<file path="config.mk">
export PLATFORM = sky130hd
export DESIGN_NAME = mem_access_unit
export DESIGN_NICKNAME = d
export VERILOG_FILES = /design/src/rtl/mem_access_unit.sv
export SDC_FILE = /design/constraint.sdc
export NUM_CORES = 1
export LEC_CHECK = 0
export CORE_MARGIN = 5
export CORE_UTILIZATION = 35
export CTS_BUF_LIST = sky130_fd_sc_hd__clkbuf_16
export DETAILED_ROUTE_END_ITERATION = 10
export GPL_TIMING_DRIVEN = 0
export PLACE_DENSITY = 0.7
export SYNTH_ARGS = -nofsm -noshare
export SYNTH_HDL_FRONTEND = slang
export SYNTH_SLANG_ARGS = --single-unit
</file>
<file path="constraint.sdc">
create_clock -name clk -period 1.5 [get_ports clk]
set_input_delay 0.3 -clock clk [delete_from_list [all_inputs] [get_ports clk]]
set_output_delay 0.3 -clock clk [all_outputs]
set_load 0.03 [all_outputs]
</file>
<file path="src/rtl/mem_access_unit.sv">
// RV32I load/store access unit: takes one request from the control unit,
// runs one memory handshake with a timeout, returns aligned/extended data.
module mem_access_unit #(
   parameter int TIMEOUT_CYCLES = 255
) (
   input  logic        clk,
   input  logic        reset,
   input  logic        req_valid,
   output logic        req_ready,
   input  logic        req_write,
   input  logic [2:0]  req_funct3,
   input  logic [31:0] req_addr,
   input  logic [31:0] req_wdata,
   output logic        resp_valid,
   output logic [31:0] resp_rdata,
   output logic        resp_fault,
   output logic        mem_req,
   output logic        mem_we,
   output logic [31:0] mem_addr,
   output logic [3:0]  mem_be,
   output logic [31:0] mem_wdata,
   input  logic        mem_ack,
   input  logic [31:0] mem_rdata
);

   typedef enum logic [1:0] {IDLE, ACCESS, RESP} state_e;

   localparam logic [7:0] TO_LIM = 8'(TIMEOUT_CYCLES - 1);

   state_e      state_q, state_d;
   logic        ready_q, ready_d;
   logic        we_q, we_d;
   logic [2:0]  f3_q, f3_d;
   logic [31:0] addr_q, addr_d;
   logic [3:0]  be_q, be_d;
   logic [31:0] wdata_q, wdata_d;
   logic [7:0]  cnt_q, cnt_d;
   logic [31:0] rdata_q, rdata_d;
   logic        fault_q, fault_d;

   logic        legal, misalign;
   logic [3:0]  be_in;
   logic [31:0] wdata_in;
   logic [31:0] byte_sh, ld_data;
   logic [15:0] lane_h;

   // Decode of the incoming request: legality, alignment, lanes, store data.
   always_comb begin
      legal    = req_write ? (req_funct3 inside {3'b000, 3'b001, 3'b010})
                           : (req_funct3 inside {3'b000, 3'b001, 3'b010, 3'b100, 3'b101});
      misalign = 1'b0;
      be_in    = 4'b1111;
      wdata_in = req_wdata;
      unique case (req_funct3[1:0])
         2'b00: begin
            be_in    = 4'b0001 << req_addr[1:0];
            wdata_in = {4{req_wdata[7:0]}};
         end
         2'b01: begin
            misalign = req_addr[0];
            be_in    = 4'b0011 << {req_addr[1], 1'b0};
            wdata_in = {2{req_wdata[15:0]}};
         end
         2'b10: misalign = |req_addr[1:0];
         default: ;
      endcase
   end

   // Load lane select and sign/zero extension.
   always_comb begin
      byte_sh = mem_rdata >> {addr_q[1:0], 3'b000};
      lane_h  = addr_q[1] ? mem_rdata[31:16] : mem_rdata[15:0];
      unique case (f3_q)
         3'b000:  ld_data = {{24{byte_sh[7]}}, byte_sh[7:0]};
         3'b001:  ld_data = {{16{lane_h[15]}}, lane_h};
         3'b100:  ld_data = {24'd0, byte_sh[7:0]};
         3'b101:  ld_data = {16'd0, lane_h};
         default: ld_data = mem_rdata;
      endcase
   end

   always_comb begin
      state_d = state_q;
      we_d    = we_q;
      f3_d    = f3_q;
      addr_d  = addr_q;
      be_d    = be_q;
      wdata_d = wdata_q;
      cnt_d   = cnt_q;
      rdata_d = rdata_q;
      fault_d = fault_q;
      unique case (state_q)
         IDLE: begin
            if (req_valid && ready_q) begin
               we_d    = req_write;
               f3_d    = req_funct3;
               addr_d  = req_addr;
               be_d    = be_in;
               wdata_d = wdata_in;
               if (legal && !misalign) begin
                  state_d = ACCESS;
                  cnt_d   = '0;
               end else begin
                  state_d = RESP;
                  fault_d = 1'b1;
                  rdata_d = '0;
               end
            end
         end
         ACCESS: begin
            // An ack in the timeout cycle wins over the timeout.
            if (mem_ack) begin
               state_d = RESP;
               fault_d = 1'b0;
               rdata_d = we_q ? '0 : ld_data;
            end else if (cnt_q == TO_LIM) begin
               state_d = RESP;
               fault_d = 1'b1;
               rdata_d = '0;
            end else begin
               cnt_d = cnt_q + 8'd1;
            end
         end
         RESP:    state_d = IDLE;
         default: state_d = IDLE;
      endcase
      // Registered so ready stays low while reset is held and rises one edge later.
      ready_d = (state_d == IDLE);
   end

   always_ff @(posedge clk or negedge reset) begin
      if (!reset) begin
         state_q <= IDLE;
         ready_q <= 1'b0;
         we_q    <= 1'b0;
         f3_q    <= '0;
         addr_q  <= '0;
         be_q    <= '0;
         wdata_q <= '0;
         cnt_q   <= '0;
         rdata_q <= '0;
         fault_q <= 1'b0;
      end else begin
         state_q <= state_d;
         ready_q <= ready_d;
         we_q    <= we_d;
         f3_q    <= f3_d;
         addr_q  <= addr_d;
         be_q    <= be_d;
         wdata_q <= wdata_d;
         cnt_q   <= cnt_d;
         rdata_q <= rdata_d;
         fault_q <= fault_d;
      end
   end

   assign req_ready  = ready_q;
   assign resp_valid = (state_q == RESP);
   assign resp_rdata = rdata_q;
   assign resp_fault = fault_q;
   assign mem_req    = (state_q == ACCESS);
   assign mem_we     = (state_q == ACCESS) && we_q;
   assign mem_addr   = {addr_q[31:2], 2'b00};
   assign mem_be     = be_q;
   assign mem_wdata  = wdata_q;

endmodule

</file>
==> summary.txt, run 1 <==
Global routing
  • Largest net degree at the start of global routing: 97
  • First-pass GRT wire length: ~32 mm
  • GRT Total Usage: between 20 and 25%
  • Vias in the first global route: 5813
  • Initial antenna violation count: 0
  • Congestion Overflow GR: 0

Yosys
  • Ys flop type: dfrtp_1
  • Netlist cell types: 54
  • Area share of fa/ha/maj cells after synthesis: around 1.3%
  • Fraction of registers with async set/reset: 100%
  • Mapped Avg Cell Area: 9.50 um^2
  • Post-synthesis mux area share: 2.31%
  • Largest family of logic cells by synthesized area: compound AO/OA/AOI/OAI gates
  • Synth Area in Simple Gates: between 10% and 20%
  • XOR/XNOR Fraction of Synth Area: 0%
  • Synth Warn #: 0
  • EDFF count, synth: 0
  • Post-Syn Instances: approximately 610
  • Post-Syn Area: about 5700 um^2
  • Synthesized flop and latch total: ~120
  • Register area share after synthesis: 50.5%
  • Compound-Gate Fraction of Synth Area: 22.6%

Worst setup path
  • Worst EP required: roughly 1.8 ns
  • Setup crit end kind: flop
  • Slowest CP cell: mux4_2
  • FF-to-FF path depth: 5
  • Worst Path Max Fanout: 5
  • CP arrival: 1.97 ns
  • Crit path kind: reg -> reg
  • Worst-path cell chain: mux4_2, and2_4, o21ai_4, buf_6, o22ai_4
  • Worst setup SP type: flop
  • Crit path largest cell delay: 0.52 ns

Cells and area
  • Fill cells: approximately 1400
  • N_diodes: 0
  • Fin nets: 985
  • Register area: 2910 um^2
  • Footprint of the multi-input gates: 2800 um^2
  • Most frequent cells in the layout: nand2_1, dfrtp_1, clkdlybuf4s50_1
  • Final non-filler cell total: 1104
  • Final Instance Area: 9680 um^2
  • Layout area overhead: 68.4%
  • Layout cells sized above 1: 32.5%
  • Fin util: 60.5%
  • Commonest non-fill, non-tap cell in the layout: nand2_1

Job
  • Max cap viols: 0

Status
  • Status: finished with violations
  • Failing checks: negative setup slack

Floorplanning
  • Core Region: roughly 16000 um^2
  • Chip height: 138 um
  • Die Wd: 138 um
  • Rows: 46
  • Initial Utilization: a little over a third
  • Die footprint: 19100 um^2
  • Io pins: around 210

Detailed routing
  • Avg WL per Cell: 18.8 um
  • Via count: 5803
  • TritonRoute pass-1 iters: 5
  • Vias per std cell: 5.26
  • Remaining DRCs: 0
  • DR iter-0 viols: 428
  • Post-Route WL: 20.8 mm
  • Routed Antenna Nets: 0

Clocking
  • Clk_lat worst skew: between 0.4 and 0.5 ns
  • Worst-path clk slew: approximately 0.050 ns
  • Clock Sinks: roughly 120
  • H-tree levels: 4
  • CTS tree: yes
  • Clock Path Buffers: 2
  • CTS root buf: clkbuf_16
  • Num CTS Buffers: 17

Placement
  • Post-Place Cell Area: 8230 um^2
  • DPL Wire Length: 13.8 mm
  • Dpl ws: -0.819 ns
  • Placer congestion estimate: 0.873
  • Placed Cells: 1029
  • IO Port Bufs: 206

Timing
  • Slew headroom: 66.3%
  • Crit path time final: 1.70 ns
  • Final Skew: ~0.012 ns
  • Final hold vios: 0
  • RSZ-0062 raised after global routing: true
  • Setup ws final: -0.198 ns
  • Endpoints failing setup: 72
  • Slew Limit Fails: 0
  • Worst slew pin tran: 0.506 ns
  • Max Clock Freq: 0.589 GHz
  • Fin crit share: 113%

Power and ir drop
  • Static Leak: 4.53 nW
  • Final Power: 21.0 mW
  • Max VDD drop: around 1 mV
  • Pwr Density: 2170 nW/um^2

Min path
  • Worst Hold Class: in -> reg
  • Worst Hold Path Cells: 3
-- where the power goes --
| part | leakage, nW | switching (mW) | internal (mW) |
|---|---|---|---|
| sequential | 1.48 | 0.839 | 4.56 |
| combinational | 2.76 | 6.69 | 4.75 |
| clock | 0.295 | 1.42 | 2.73 |
-- path summary, 6_finish.rpt --
check / start / endpoint / slack [ns]
setup / recovery: addr_q[1] / resp_rdata[30] / -0.20
hold / removal: req_funct3[0] / f3_q[0] / 0.29
setup reg to reg: addr_q[1] / resp_rdata[30] / -0.20
hold reg to reg: addr_q[14] / addr_q[14] / 0.47
max in group asynchronous: reset / addr_q[8] / 0.43
min in group asynchronous: reset / resp_rdata[11] / 0.30
-- logic make-up after synthesis --
| group | after synthesis |
|---|---|
| AOI/OAI and AO/OA | 191 |
| adders and majority gates | 6 |
| buffers and inverters | 96 |
| DFF | 116 |
| muxes | 12 |
| other | 1 |
| and+or+nand+nor | 183 |
-- registers in the layout (all words and copies together), names as in the netlist --
register    cells
mem_be          4
state_q         2
req_ready       1
resp_rdata     32
resp_fault      1
cnt_q           8
mem_wdata      32
addr_q         32
we_q            1
f3_q            3
-- worst max-delay path, delay by kind of cell, from the launching register on --
family                 cells  cell delay [ns]
multiplexers               1             0.52
AO/OA/AOI/OAI              2             0.25
buffers and inverters      1             0.18
flip-flops                 1             0.42
AND/OR/NAND/NOR            1             0.18
-- layer usage --
layer | wire, um | vias to the layer above | GRT usage [%]
met5 | 0 | - | 0
met4 | 437 | 0 | 4.84
met3 | 1570 | 35 | 6.48
met2 | 10100 | 267 | 34.8
met1 | 8640 | 2812 | 26.2
li1 | - | 2689 | -
-- Yosys cell counts, types with 4 or more instances --
| master | number | share of area (%) |
|---|---|---|
| nand3_1 | 6 | 0.52 |
| a22oi_1 | 8 | 1.0 |
| nand2_1 | 136 | 8.9 |
| clkbuf_1 | 19 | 1.2 |
| a32oi_1 | 7 | 1.1 |
| nor2_1 | 16 | 1.0 |
| a31oi_1 | 5 | 0.54 |
| inv_1 | 21 | 1.4 |
| buf_4 | 33 | 4.3 |
| o22ai_1 | 19 | 2.1 |
| ha_1 | 6 | 1.3 |
| nand2b_1 | 4 | 0.44 |
| dfrtp_1 | 116 | 51 |
| mux2i_1 | 11 | 1.9 |
| a21oi_1 | 28 | 2.4 |
| a222oi_1 | 8 | 1.4 |
| o221ai_1 | 9 | 1.4 |
| buf_2 | 15 | 1.3 |
| o21a_1 | 4 | 0.52 |
| o211ai_1 | 4 | 0.52 |
| o21ai_0 | 60 | 5.2 |
| a221o_1 | 16 | 2.8 |
| a21o_1 | 9 | 1.2 |
-- what timing repair did --
action,4_1_cts,5_1_grt
resized for setup,380,146
buffers inserted,24,16
hold endpoints to repair,20,0
hold buffers,1,0
pin swaps,29,25
cloned,6,3
setup endpoints to repair,218,161
-- through the flow --
stage	hold slack [ns]	setup TNS [ns]
detailed placement	0.165	-71.70
CTS	0.278	-6.03
global route	0.324	-12.12
global placement	0.458	-611.49
finish	0.295	-6.70
floorplan	0.00441	-0.852
-- layout make-up --
cell class | count | share of cell area, %
buffer | 69 | 6.61
clock inverter | 15 | 1.76
inverter | 22 | 1.10
sequential | 116 | 30.0
clock buffer | 17 | 4.40
timing repair buffer | 255 | 24.4
multi-input combinational | 394 | 29.0
tap | 216 | 2.79
Power figures use the tool's default switching activity.
==> run 2: changes to the inputs <==
--- a/config.mk
+++ b/config.mk
@@ -5,6 +5,7 @@
 export SDC_FILE = /design/constraint.sdc
 export NUM_CORES = 1
 export LEC_CHECK = 0
+export CORE_ASPECT_RATIO = 1.5
 export CORE_MARGIN = 5
 export CORE_UTILIZATION = 35
 export CTS_BUF_LIST = sky130_fd_sc_hd__clkbuf_16
==> run 2 against run 1 <==
Effect of this change: the run still ends with negative setup slack left; clock power down 9.9%; non-clock buffer count up 10; highest routed layer is now met5; hold slack better by 0.022 ns; global-route usage up 0.65 points; first-iteration DRC count down 12%; register-to-register slack about the same; critical path depth unchanged; total power up 3.4%; worst setup slack worse by 0.044 ns.
==> summary.txt, run 2 (synthesis gave the netlist of run 1 again) <==
Timing
  • Final Skew: 0.0122 ns (+0.000520 ns)
  • Max Clock Freq: 0.574 GHz (-2.5%)
  • Final hold vios: 0 (unchanged)
  • Fin crit share: 116% (+2.9 points)
  • Endpoints failing setup: 86 (+19%)
  • Slew headroom: 65.2% (-1.0 points)
  • RSZ-0062 raised after global routing: true
  • Setup ws final: -0.242 ns (-0.0442 ns)
  • Worst slew pin tran: 0.521 ns (+0.0156 ns)
  • Crit path time final: 1.74 ns (+0.0442 ns)
  • Slew Limit Fails: 0 (unchanged)

Cells and area
  • Fin nets: 995 (+1.0%)
  • N_diodes: 0 (unchanged)
  • Final non-filler cell total: 1104 (unchanged)
  • Commonest non-fill, non-tap cell in the layout: dfrtp_1
  • Layout cells sized above 1: 37.8% (+5.2 points)
  • Most frequent cells in the layout: dfrtp_1, clkdlybuf4s50_1, nand2_1
  • Layout area overhead: 74.6%

Min path
  • Worst Hold Class: in -> reg
  • Worst Hold Path Cells: 3 (unchanged)
  • Hold_sp: req_funct3[0]
  • Hold endpoint: f3_q[0]

Clocking
  • Clk_lat worst skew: 0.41 ns (about the same)
  • Num CTS Buffers: 17 (unchanged)
  • CTS root buf: clkbuf_16
  • CTS tree: yes
  • H-tree levels: 4 (unchanged)
  • Worst-path clk slew: 0.06 ns (about the same)
  • Clock Path Buffers: 2 (unchanged)
  • Clock Sinks: 116 (unchanged)

Status
  • Failing checks: negative setup slack
  • Status: finished with violations

Placement
  • Placer congestion estimate: 0.840 (-3.9%)
  • Placed Cells: 1019 (-0.97%)
  • Dpl ws: -0.837 ns (-0.0184 ns)
  • DPL Wire Length: 14.3 mm (+3.7%)
  • IO Port Bufs: 206 (unchanged)

Worst setup path
  • Source of the critical timing path: state_q[1]
  • CP arrival: 1.44 ns (-0.53 ns)
  • Crit path kind: reg -> out
  • FF-to-FF path depth: 6 (+1)
  • Worst-path cell chain: buf_4, nand2b_4, clkinv_8, and2_4, buf_6
  • Delay-heaviest family, CP: flip-flops
  • Worst EP required: 1.20 ns (-0.57 ns)
  • Worst path bufs/invs: 3 (+2)
  • Reg2reg end: cnt_q[3]
  • Worst setup SP type: flop
  • Crit path largest cell delay: 0.40 ns (-0.12 ns)
  • Setup crit end kind: output pin
  • Worst Path Max Fanout: 7 (+2)
  • Slowest CP cell: dfrtp_1
  • R2R Setup Slk: -0.21 ns (about the same)
  • FF-to-FF Start: state_q[1]

Global routing
  • GRT Total Usage: 21.4% (+0.65 points)
  • First-pass GRT wire length: 31.9 mm (about the same)
  • Congestion Overflow GR: 0 (unchanged)
  • Vias in the first global route: 5904 (+1.6%)
  • Largest net degree at the start of global routing: 68 (-30%)
  • Initial antenna violation count: 1 (+1)

Detailed routing
  • Vias per std cell: 5.29 (+0.55%)
  • Avg WL per Cell: 19.3 um (+2.6%)
  • Routed Antenna Nets: 0 (unchanged)
  • Post-Route WL: 21.3 mm (+2.6%)
  • TritonRoute pass-1 iters: 5 (unchanged)
  • DR iter-0 viols: 378 (-12%)
  • Remaining DRCs: 0 (unchanged)
  • Via count: 5835 (+0.55%)

Floorplanning
  • Die footprint: 19100 um^2 (+0.28%)
  • Rows: 57 (+24%)
  • Die Wd: 115 um (-17%)
  • Core Region: 16200 um^2 (+1.2%)
  • Io pins: 209 (unchanged)
  • Initial Utilization: 35.5% (-0.42 points)
  • Chip height: 167 um (+21%)

Power and ir drop
  • Max VDD drop: 1.08 mV (+9.9%)
  • Pwr Density: 2160 nW/um^2 (-0.35%)
  • Static Leak: 4.66 nW (+2.7%)

Job
  • Max cap viols: 0 (unchanged)
## run 2: timing repair
item                                    4_1_cts  5_1_grt
buffers inserted                             29       19
hold endpoints to repair                     49        0
hold buffers                                  1        0
endpoints found under the setup margin      219      170
cloned                                        9        5
gates resized for setup                     356      231
pin swaps                                    51       93
## run 2: area by class of cell
type | instances | area [um^2]
fillers | 1347 | 6150
well taps | 206 | 258
flip-flops and latches | 116 | 2910
multi-input cells | 394 | 2970
clock buffers | 17 | 425
plain buffers | 68 | 678
inverters | 22 | 106
repair buffers | 266 | 2570
clock inverters | 15 | 119
## run 2: worst max path at each step
stage / to / slack, ns / cells after the start
3_3_place_gp: req_ready / -5.08 / 1
5_1_grt: cnt_q[3] / -0.29 / 6
6_report: mem_we / -0.24 / 5
2_1_floorplan: resp_rdata[21] / -0.07 / 5
4_1_cts: cnt_q[3] / -0.24 / 6
3_5_place_dp: cnt_q[2] / -0.84 / 7
## run 2: stage by stage
step | hold slack (ns) | instance area (um^2) | util, % | TNS [ns] | power (mW)
final | 0.317 | 10000 | 62.0 | -10.93 | 21.7
after global routing | 0.337 | 10000 | 62.0 | -16.59 | 22.9
after CTS | 0.318 | 9580 | 59.2 | -8.71 | 20.6
after detailed placement | 0.286 | 8220 | 50.7 | -70.49 | 15.7
after global placement | 0.458 | 8190 | 50.6 | -604.27 | 15.6
after floorplan | 0.00441 | 5870 | - | -0.852 | 11.6
## run 2: worst min-delay path, delay by kind of cell
kind / cells / cell delay, ns
AO/OA/AOI/OAI: 1 / 0.06
buffers and inverters: 1 / 0.25
AND/OR/NAND/NOR: 1 / 0.06
## run 2: per-layer routing
layer | global-route usage [%] | wire [um]
met3 | 6.17 | 1560
met2 | 37.3 | 11300
met5 | 0 | 7
met1 | 23.3 | 7520
met4 | 10.5 | 890
## run 2: power by group
group	total (mW)	switching (mW)	leakage, nW	internal, mW
combinational	12.4	6.97	2.92	5.47
sequential	5.51	0.956	1.48	4.56
clock	3.74	1.49	0.255	2.25
